==> config.mk <==
export PLATFORM = sky130hd
export DESIGN_NAME = cordic_rr_sched
export DESIGN_NICKNAME = d
export VERILOG_FILES = /design/src/rtl/cordic_pkg.sv /design/src/rtl/cordic_rr_arbiter.sv /design/src/rtl/cordic_rr_sched.sv
export SDC_FILE = /design/constraint.sdc
export NUM_CORES = 1
export LEC_CHECK = 0
export BUFFER_PORTS_ARGS = -buffer_cell sky130_fd_sc_hd__buf_4
export CAP_MARGIN = 10
export CORE_AREA = 2 2 138 140
export DETAILED_ROUTE_END_ITERATION = 10
export DIE_AREA = 0 0 140 142
export PLACE_DENSITY_LB_ADDON = 0.08
export SYNTH_ARGS = -nofsm -noshare
export SYNTH_HDL_FRONTEND = slang
export SYNTH_SLANG_ARGS = --single-unit
==> constraint.sdc <==
create_clock -name i_clk -period 2.4 [get_ports i_clk]
set_clock_uncertainty 0.1 [all_clocks]
set_input_delay 0.12 -clock i_clk [delete_from_list [all_inputs] [get_ports i_clk]]
set_output_delay 0.12 -clock i_clk [all_outputs]
set_load 0.01 [all_outputs]
==> src/rtl/cordic_pkg.sv <==
// Shared constants and tag type for the cordic16 front-end.
// Latency/width values match the cordic16 core; tag ids sized for up to 8 requesters.
package cordic_pkg;

    localparam int CORDIC_LAT = 21;
    localparam int CORDIC_PW  = 23;
    localparam int CORDIC_IW  = 16;
    localparam int CORDIC_OW  = 16;
    localparam int CORDIC_IDW = 3;

    typedef struct packed {
        logic                  vld;
        logic [CORDIC_IDW-1:0] id;
    } cordic_tag_t;

endpackage

==> src/rtl/cordic_rr_arbiter.sv <==
// Round-robin arbiter with optional strict priority for requester 0.
// Ports: i_clk, i_reset, i_req, i_prio0_en -> o_gnt (one-hot), o_gnt_id, o_gnt_vld.
module cordic_rr_arbiter #(
    parameter int NREQ = 4
) (
    input  logic                    i_clk,
    input  logic                    i_reset,
    input  logic [NREQ-1:0]         i_req,
    input  logic                    i_prio0_en,
    output logic [NREQ-1:0]         o_gnt,
    output logic [$clog2(NREQ)-1:0] o_gnt_id,
    output logic                    o_gnt_vld
);

    localparam int IDW = $clog2(NREQ);

    logic [IDW-1:0] ptr;
    logic [IDW:0]   sum;
    logic [IDW-1:0] cand;
    logic           prio_hit;

    // Scan offsets from far to near so the nearest valid after ptr wins.
    always_comb begin
        o_gnt_id  = '0;
        o_gnt_vld = 1'b0;
        sum       = '0;
        cand      = '0;
        prio_hit  = i_prio0_en & i_req[0];
        if (!i_reset) begin
            if (prio_hit) begin
                o_gnt_vld = 1'b1;
            end else begin
                for (int k = NREQ; k >= 1; k--) begin
                    sum = {1'b0, ptr} + (IDW+1)'(k);
                    if (sum >= (IDW+1)'(NREQ))
                        sum = sum - (IDW+1)'(NREQ);
                    cand = sum[IDW-1:0];
                    if (i_req[cand]) begin
                        o_gnt_id  = cand;
                        o_gnt_vld = 1'b1;
                    end
                end
            end
        end
        o_gnt = o_gnt_vld ? (NREQ'(1) << o_gnt_id) : '0;
    end

    // Priority grants to requester 0 leave the rotation untouched.
    always_ff @(posedge i_clk) begin
        if (i_reset)
            ptr <= IDW'(NREQ - 1);
        else if (o_gnt_vld && !prio_hit)
            ptr <= o_gnt_id;
    end

endmodule

==> src/rtl/cordic_rr_sched.sv <==
// Time-shares one pipelined cordic16 among NREQ requesters and routes results back.
// Ports: per-requester req valid/ready/x/y/phase, CORDIC ce/x/y/phase/aux out,
// CORDIC x/y/aux in, one-hot result strobe with shared id/x/y bus, sticky o_err.
// Build macro CORDIC_SCHED_PRIO0_EN: requester 0 gets strict priority.
module cordic_rr_sched
    import cordic_pkg::*;
#(
    parameter int NREQ = 4,
    parameter int IW   = CORDIC_IW,
    parameter int OW   = CORDIC_OW,
    parameter int PW   = CORDIC_PW,
    parameter int LAT  = CORDIC_LAT
) (
    input  logic                    i_clk,
    input  logic                    i_reset,
    input  logic [NREQ-1:0]         i_req_valid,
    output logic [NREQ-1:0]         o_req_ready,
    input  logic [NREQ*IW-1:0]      i_req_x,
    input  logic [NREQ*IW-1:0]      i_req_y,
    input  logic [NREQ*PW-1:0]      i_req_phase,
    output logic                    o_cordic_ce,
    output logic [IW-1:0]           o_cordic_x,
    output logic [IW-1:0]           o_cordic_y,
    output logic [PW-1:0]           o_cordic_phase,
    output logic                    o_cordic_aux,
    input  logic [OW-1:0]           i_cordic_x,
    input  logic [OW-1:0]           i_cordic_y,
    input  logic                    i_cordic_aux,
    output logic [NREQ-1:0]         o_res_valid,
    output logic [$clog2(NREQ)-1:0] o_res_id,
    output logic [OW-1:0]           o_res_x,
    output logic [OW-1:0]           o_res_y,
    output logic                    o_err
);

    localparam int IDW = $clog2(NREQ);

    logic           prio0_en;
    logic [IDW-1:0] gnt_id;
    logic           gnt_vld;
    logic [IDW-1:0] iss_id;
    cordic_tag_t    tag_q [LAT];
    cordic_tag_t    tail;

`ifdef CORDIC_SCHED_PRIO0_EN
    assign prio0_en = 1'b1;
`else
    assign prio0_en = 1'b0;
`endif

    cordic_rr_arbiter #(.NREQ(NREQ)) u_arb (
        .i_clk      (i_clk),
        .i_reset    (i_reset),
        .i_req      (i_req_valid),
        .i_prio0_en (prio0_en),
        .o_gnt      (o_req_ready),
        .o_gnt_id   (gnt_id),
        .o_gnt_vld  (gnt_vld)
    );

    // Issue register: ready equals grant, so a grant is always a transfer.
    always_ff @(posedge i_clk) begin
        if (i_reset) begin
            o_cordic_ce    <= 1'b0;
            o_cordic_aux   <= 1'b0;
            o_cordic_x     <= '0;
            o_cordic_y     <= '0;
            o_cordic_phase <= '0;
            iss_id         <= '0;
        end else begin
            o_cordic_ce  <= 1'b1;
            o_cordic_aux <= gnt_vld;
            if (gnt_vld) begin
                o_cordic_x     <= i_req_x[gnt_id*IW +: IW];
                o_cordic_y     <= i_req_y[gnt_id*IW +: IW];
                o_cordic_phase <= i_req_phase[gnt_id*PW +: PW];
                iss_id         <= gnt_id;
            end
        end
    end

    // Tag pipeline tracks the CORDIC aux line; its tail lines up with i_cordic_aux.
    always_ff @(posedge i_clk) begin
        if (i_reset) begin
            for (int i = 0; i < LAT; i++)
                tag_q[i] <= '0;
        end else begin
            tag_q[0].vld <= o_cordic_aux;
            tag_q[0].id  <= CORDIC_IDW'(iss_id);
            for (int i = 1; i < LAT; i++)
                tag_q[i] <= tag_q[i-1];
        end
    end

    assign tail = tag_q[LAT-1];

    always_ff @(posedge i_clk) begin
        if (i_reset) begin
            o_res_valid <= '0;
            o_res_id    <= '0;
            o_res_x     <= '0;
            o_res_y     <= '0;
            o_err       <= 1'b0;
        end else begin
            o_res_valid <= tail.vld ? (NREQ'(1) << tail.id) : '0;
            o_res_id    <= tail.id[IDW-1:0];
            o_res_x     <= i_cordic_x;
            o_res_y     <= i_cordic_y;
            if (tail.vld != i_cordic_aux)
                o_err <= 1'b1;
        end
    end

endmodule
# [After elaboration in Yosys (flattened, before gate mapping)]
# Memories as Yosys holds them, arrays and structs flattened.
# Index checks and enable logic that the tools add are counted.
[totals] register_bits=100 n_memories=1 latch_bits=0 ramBits=84 rom_bits=0 out_inout_bits=100 wordCells=112
[mem_list] memory="tag_q" depth=21 word_bits=4 read_ports=21 rd_ports_with_merged_regs=0 write_ports=21 line="cordic_rr_sched.sv:42" source="cordic_tag_t tag_q [LAT];"
[op_classes] n_eq_ne=1 addsub=8 n_lt_le_gt_ge=8 div_mod_pow=0 n_bitwise=23 shifts=5 reduce_logical=1 multipliers=1 n_mux=52
[op_table] cell="$shiftx 64x7->16" n=2
[op_table] cell="$shiftx 92x8->23" n=1
[op_table] cell="$mux 4" n=21
[op_table] cell="$mux 2" n=13
[op_table] cell="$or 1x1->1" n=22
[op_table] cell="$mux 1" n=13
[op_table] cell="$ge 3x3->1 const B" n=4
[op_table] cell="$lt 2x3->1 const B" n=4
[op_table] cell="$bmux 1 s2" n=4
[op_table] cell="$sub 2x1->2 const B" n=4
[op_table] cell="$mul 2x5->7 const B" n=1
[op_table] cell="$add 2x2->3 const B" n=2
[op_table] cell="$shl 1x2->4 const A" n=1
[op_table] cell="$shl 1x3->4 const A" n=1
[op_table] cell="$add 2x1->3 const B" n=1
[op_table] cell="$add 2x3->3 const B" n=1
[op_table] cell="$mux 3" n=1
[op_table] cell="$reduce_or 2->1" n=1
[op_table] cell="$ne 1x1->1" n=1
[op_table] cell="$not 1->1" n=1

# [Logic depth before layout (Yosys ltp)]
[logic_depth] word_depth=13 depth_mapped=8

# [Modules after synthesis]
# From an unflattened synthesis, not the netlist that was laid out.
[unflattened] cells_unflattened=585 hier_area_um2=6950.4
[modules_own_cells] mod="cordic_rr_sched" n_inst=1 area_per_inst_um2=6597.6 seq_area_each_um2=3223.1 cells_each=541
[modules_own_cells] mod="cordic_rr_arbiter" n_inst=1 area_per_inst_um2=352.8 seq_area_each_um2=40.0 cells_each=44

# [Least setup slack after synthesis]
# Ideal clock, no wire load.
[synth_timing] path_kind="flip-flop to flip-flop" startpoint="reg u_arb.ptr[0]" endpoint="reg o_cordic_phase[2]" synth_period_minus_slack_ns=1.783 arrival_ns=1.545 required_time_ns=2.162 slack_ns=0.617 setup_ns=0.138 path_stages_with_launch=8 cell_sequence="dfxtp_1 -> nand2b_1 -> a211o_1 -> and3_1 -> buf_6 -> buf_6 -> mux2i_1 -> o221ai_1"
[synth_between] elab_chain_cells=13 word_cells_on_any_way=40
[synth_lines] item="start: declaration" line="cordic_rr_arbiter.sv:17" source="logic [IDW-1:0] ptr;"
[synth_lines] item="start signal: assignment" line="cordic_rr_arbiter.sv:51" source="ptr <= IDW'(NREQ - 1);"
[synth_lines] item="start signal: assignment" line="cordic_rr_arbiter.sv:53" source="ptr <= o_gnt_id;"
[synth_lines] item="$add 2x3->3" line="cordic_rr_arbiter.sv:34" source="sum = {1'b0, ptr} + (IDW+1)'(k);"
[synth_lines] item="$ge 3x3->1 / $sub 2x1->2 (equally long branches)" line="cordic_rr_arbiter.sv:35, cordic_rr_arbiter.sv:36"
[synth_lines] item="$mux 2" line="cordic_rr_arbiter.sv:35" source="if (sum >= (IDW+1)'(NREQ))"
[synth_lines] item="$mux 2" line="cordic_rr_arbiter.sv:29" source="if (!i_reset) begin"
[synth_lines] item="$bmux 1 s2" line="cordic_rr_arbiter.sv:38" source="if (i_req[cand]) begin"
[synth_lines] item="$mux 1 (implied by the code)" line="cordic_rr_arbiter.sv:38"
[synth_lines] item="$mux 2 (4 in a row)" line="cordic_rr_arbiter.sv:38"
[synth_lines] item="$mux 2" line="cordic_rr_arbiter.sv:29"
[synth_lines] item="$mul 2x5->7" line="cordic_rr_sched.sv:76" source="o_cordic_phase <= i_req_phase[gnt_id*PW +: PW];"
[synth_lines] item="$shiftx 92x8->23" line="cordic_rr_sched.sv:76"
[synth_lines] item="end signal: assignment" line="cordic_rr_sched.sv:76"
[synth_lines] item="end: declaration" line="cordic_rr_sched.sv:24" source="output logic [PW-1:0] o_cordic_phase,"
# Parallel ways exist; a longest one is shown, timed or not. The select of a mux whose other input is x is not followed.
# A chain may end at the register's enable or synchronous reset.

# [Worst setup path after layout]
[layout_timing] startpoint="in i_req_valid[3]" endpoint="out o_req_ready[0]"
[layout_between] elab_chain_cells=9 word_cells_on_any_way=20
[layout_lines] item="start: declaration" line="cordic_rr_sched.sv:16" source="input logic [NREQ-1:0] i_req_valid,"
[layout_lines] item="$bmux 1 s2" line="cordic_rr_arbiter.sv:38"
[layout_lines] item="$mux 1 (implied by the code)" line="cordic_rr_arbiter.sv:38"
[layout_lines] item="$mux 2 (4 in a row)" line="cordic_rr_arbiter.sv:38"
[layout_lines] item="$mux 2" line="cordic_rr_arbiter.sv:29"
[layout_lines] item="$shl 1x2->4" line="cordic_rr_arbiter.sv:45" source="o_gnt = o_gnt_vld ? (NREQ'(1) << o_gnt_id) : '0;"
[layout_lines] item="$mux 4 *" line="cordic_rr_arbiter.sv:45"
[layout_lines] item="end: declaration" line="cordic_rr_sched.sv:17" source="output logic [NREQ-1:0] o_req_ready,"
# Every way passes the cells marked *; elsewhere a longest branch is shown, timed or not. The select of a mux whose other input is x is not followed.

==> results.cfg <==
[floorplanning]
placement_rows = 50
die_w_um = 140
coreArea_sq_um = 18500
die_height_um = 142
die_area_sq_um = 19900
ios = 359
start_util = 0.410

[power]
p_total_w = 0.00781
p_leak_nw = 5.78
powerDensity_nw_per_um2 = 571
ir_drop_mv = 0.469

[logic_synthesis]
netlist_instances = 767
ys_seq_area_frac = 0.431
synthDominantCellAreaShare = 0.431
synth_cell_types = 42
synth_edf_count = 0
synth_area_leaders = dfxtp_1 (43%), nor2b_1 (8.3%), mux2i_1 (7.4%)
yosysTopAreaCell = dfxtp_1
ys_ff_latch = 163
synth_area_sq_um = 7570
ys_warn_count = 0
syn_nets = 1026
avgSynthCellArea_sq_um = 9.86
synth_top_flop_cell = dfxtp_1
synthArstFlopShare = 0

[outcome]
outcome = complete, but fails checks
violations = design-rule violations

[route]
routedWlPerCell_um = 19.7
routed_via_density = 5.68
wirelength_um = 31500
drc = 14
drt-pass1-iter-count = 8
wl_met1_um = 11600
top_layer = met4
ant_nets = 0
wl_met3_um = 2420
drt_iter0_markers = 741
wl_met2_um = 15400
via_count = 9090

[setup_path]
crit_path_max_fanout = 16
crit_slowest_cell = dlygate4sd3_1
critPathMostFrequentCell = buf_4
start_kind = primary input
setup.worst_path.start = i_req_valid[3]
r2r_start = u_arb.ptr[0]
max_stage_delay_ns = 0.56
required_ns = 2.18
endpoint_kind = output port
rrSetupSlack_ns = 0.26
crit_arrival_ns = 2.09
cp_cell_sequence = dlygate4sd3_1 -> buf_4 -> nor2b_4 -> o21a_2 -> a211o_4 -> nor2_1 -> buf_4
path_class = primary input to output port

[sta]
setup_viol = 0
rsz0062_at_grt = false
worst_pin_slew_ns = 0.757
period_share = 0.964
finalSetupTns_ns = 0
hold_viol = 0
slew_headroom = 0.494
max_freq_mhz = 432
report.final.slew_viol_count = 0
finalCriticalPeriod_ns = 2.31

[place]
place_hpwl_um = 18100
io_buffers = 358
place_congestion = 0.824

[clock_network]
cts-root-buf = clkbuf_16
cts_max_path_buffers = 2
cts_tree = done
cts_setup_buffers = 0
cts_inserted_buffers = 17
clk_pin_slew_ns = 0.06
clock-sinks = 163
insertion_delay_ns = 0.42
htree_levels = 4

[grt]
grt_pass1_wl_um = 48300
grt_pass1_vias = 9275
overflow = 0
antenna_found_initial = 0
groute.usage.overall = 0.304
grt_max_degree = 141

[final_layout]
area_growth_pct = 80.8
fin_util = 0.741
nNetsFinal = 1611
drive_gt1_frac = 0.318
n_fill_cell = 1208

[hold_path]
hp-class = primary input to flop
hp-start = i_req_valid[1]

[run]
drv_cap = 0
-- final timing paths --
check / end / cells after the start
worst max-delay path: o_req_ready[0] / 7
worst min-delay path: o_cordic_aux / 4
worst max register to register: o_cordic_phase[9] / 6
worst min register to register: tag_q[1][0] / 1
-- state kept, by name (all words and copies together) (netlist names) --
signal and flops:
iss_id 2, o_cordic_y 16, o_res_valid 4, o_res_y 16
o_cordic_phase 23, u_arb.ptr 2, tag_q 63, o_err 1
o_res_x 16, o_cordic_x 16, o_cordic_ce 1, o_res_id 2
o_cordic_aux 1
-- cells in the final DEF, fill, tap and decap left out, types with 2 or more instances in the layout --
| cell type | netlist | final |
|---|---|---|
| a211o_1 | 3 | 2 |
| a211oi_1 | 51 | 51 |
| a31oi_1 | 51 | 51 |
| a32oi_1 | 51 | 51 |
| buf_12 | 0 | 7 |
| buf_4 | 0 | 372 |
| buf_6 | 15 | 3 |
| clkbuf_16 | 0 | 17 |
| clkbuf_8 | 0 | 2 |
| clkinvlp_4 | 0 | 2 |
| dfxtp_1 | 163 | 162 |
| dlygate4sd3_1 | 0 | 264 |
| inv_6 | 0 | 6 |
| inv_8 | 0 | 5 |
| mux2i_1 | 56 | 56 |
| nand2_1 | 61 | 61 |
| nand2b_1 | 2 | 2 |
| nor2_1 | 11 | 10 |
| nor2b_1 | 100 | 100 |
| nor4b_1 | 51 | 51 |
| o211ai_1 | 3 | 3 |
| o211ai_2 | 3 | 2 |
| o221ai_1 | 5 | 5 |
| o2bb2ai_1 | 51 | 51 |
-- report_power, final --
| group | switching (W) | internal, W |
|---|---|---|
| logic | 0.000953 | 0.00112 |
| registers | 0.000136 | 0.00289 |
| clock network | 0.00127 | 0.00145 |
| total | 0.00236 | 0.00546 |
-- critical path: cells and delay by family --
family	cells	cell delay [ns]
simple gates	2	0.28
compound gates	2	0.77
buf+inv	3	0.92
-- synth_stat cells, types with 2 or more instances --
master	count
a211o_1	3
a211oi_1	51
a31oi_1	51
a32oi_1	51
and3_1	2
buf_2	22
buf_6	15
clkbuf_1	42
dfxtp_1	163
mux2i_1	56
nand2_1	61
nand2b_1	2
nand3_1	2
nor2_1	11
nor2b_1	100
nor4b_1	51
o211ai_1	3
o211ai_2	3
o221ai_1	5
o2bb2ai_1	51
-- what timing repair did --
item / CTS / global route
setup endpoints to repair: 0 / 4
hold buffers: 264 / 0
gates resized for setup: 0 / 6
endpoints found under the hold margin: 90 / 0
-- cells by family after synthesis --
kind of cell              share of synthesized area
buffers and inverters                        0.0587
muxes                                        0.0741
and+or+nand+nor                               0.196
xor gates and xnor gates                    0.00116
AOI/OAI and AO/OA                             0.238
DFF                                           0.431
-- per-stage QoR --
step / hold slack [ns] / instances / worst slack, ns / instance area [sq um]
detailed placement: 0.235 / 1303 / 0.319 / 10400
CTS: 0.0252 / 1599 / 0.000407 / 13700
global route: 0.0441 / 1599 / 0.00996 / 13700
global placement: 0.228 / 1303 / 0.392 / 10400
floorplan: 0.141 / 767 / 0.617 / 7570
finish: 0.0444 / 1600 / 0.0864 / 13700
-- per-layer routing --
metal	GRT usage	vias to the layer above
met2	0.523	603
met4	0.188	0
met5	0	-
met1	0.346	4210
met3	0.0670	176
li1	-	4101
-- area by class of cell --
cell class	instances	area [sq um]	area share
diodes	1	2.50	0.000183
clock buffers	19	453	0.0331
clock inverters	13	133	0.00970
inverters	1	7.51	0.000549
well taps	234	293	0.0214
flip-flops and latches	163	3260	0.239
repair buffers	646	5610	0.410
multi-input cells	523	3920	0.286
(Power assumes the default switching activity.)
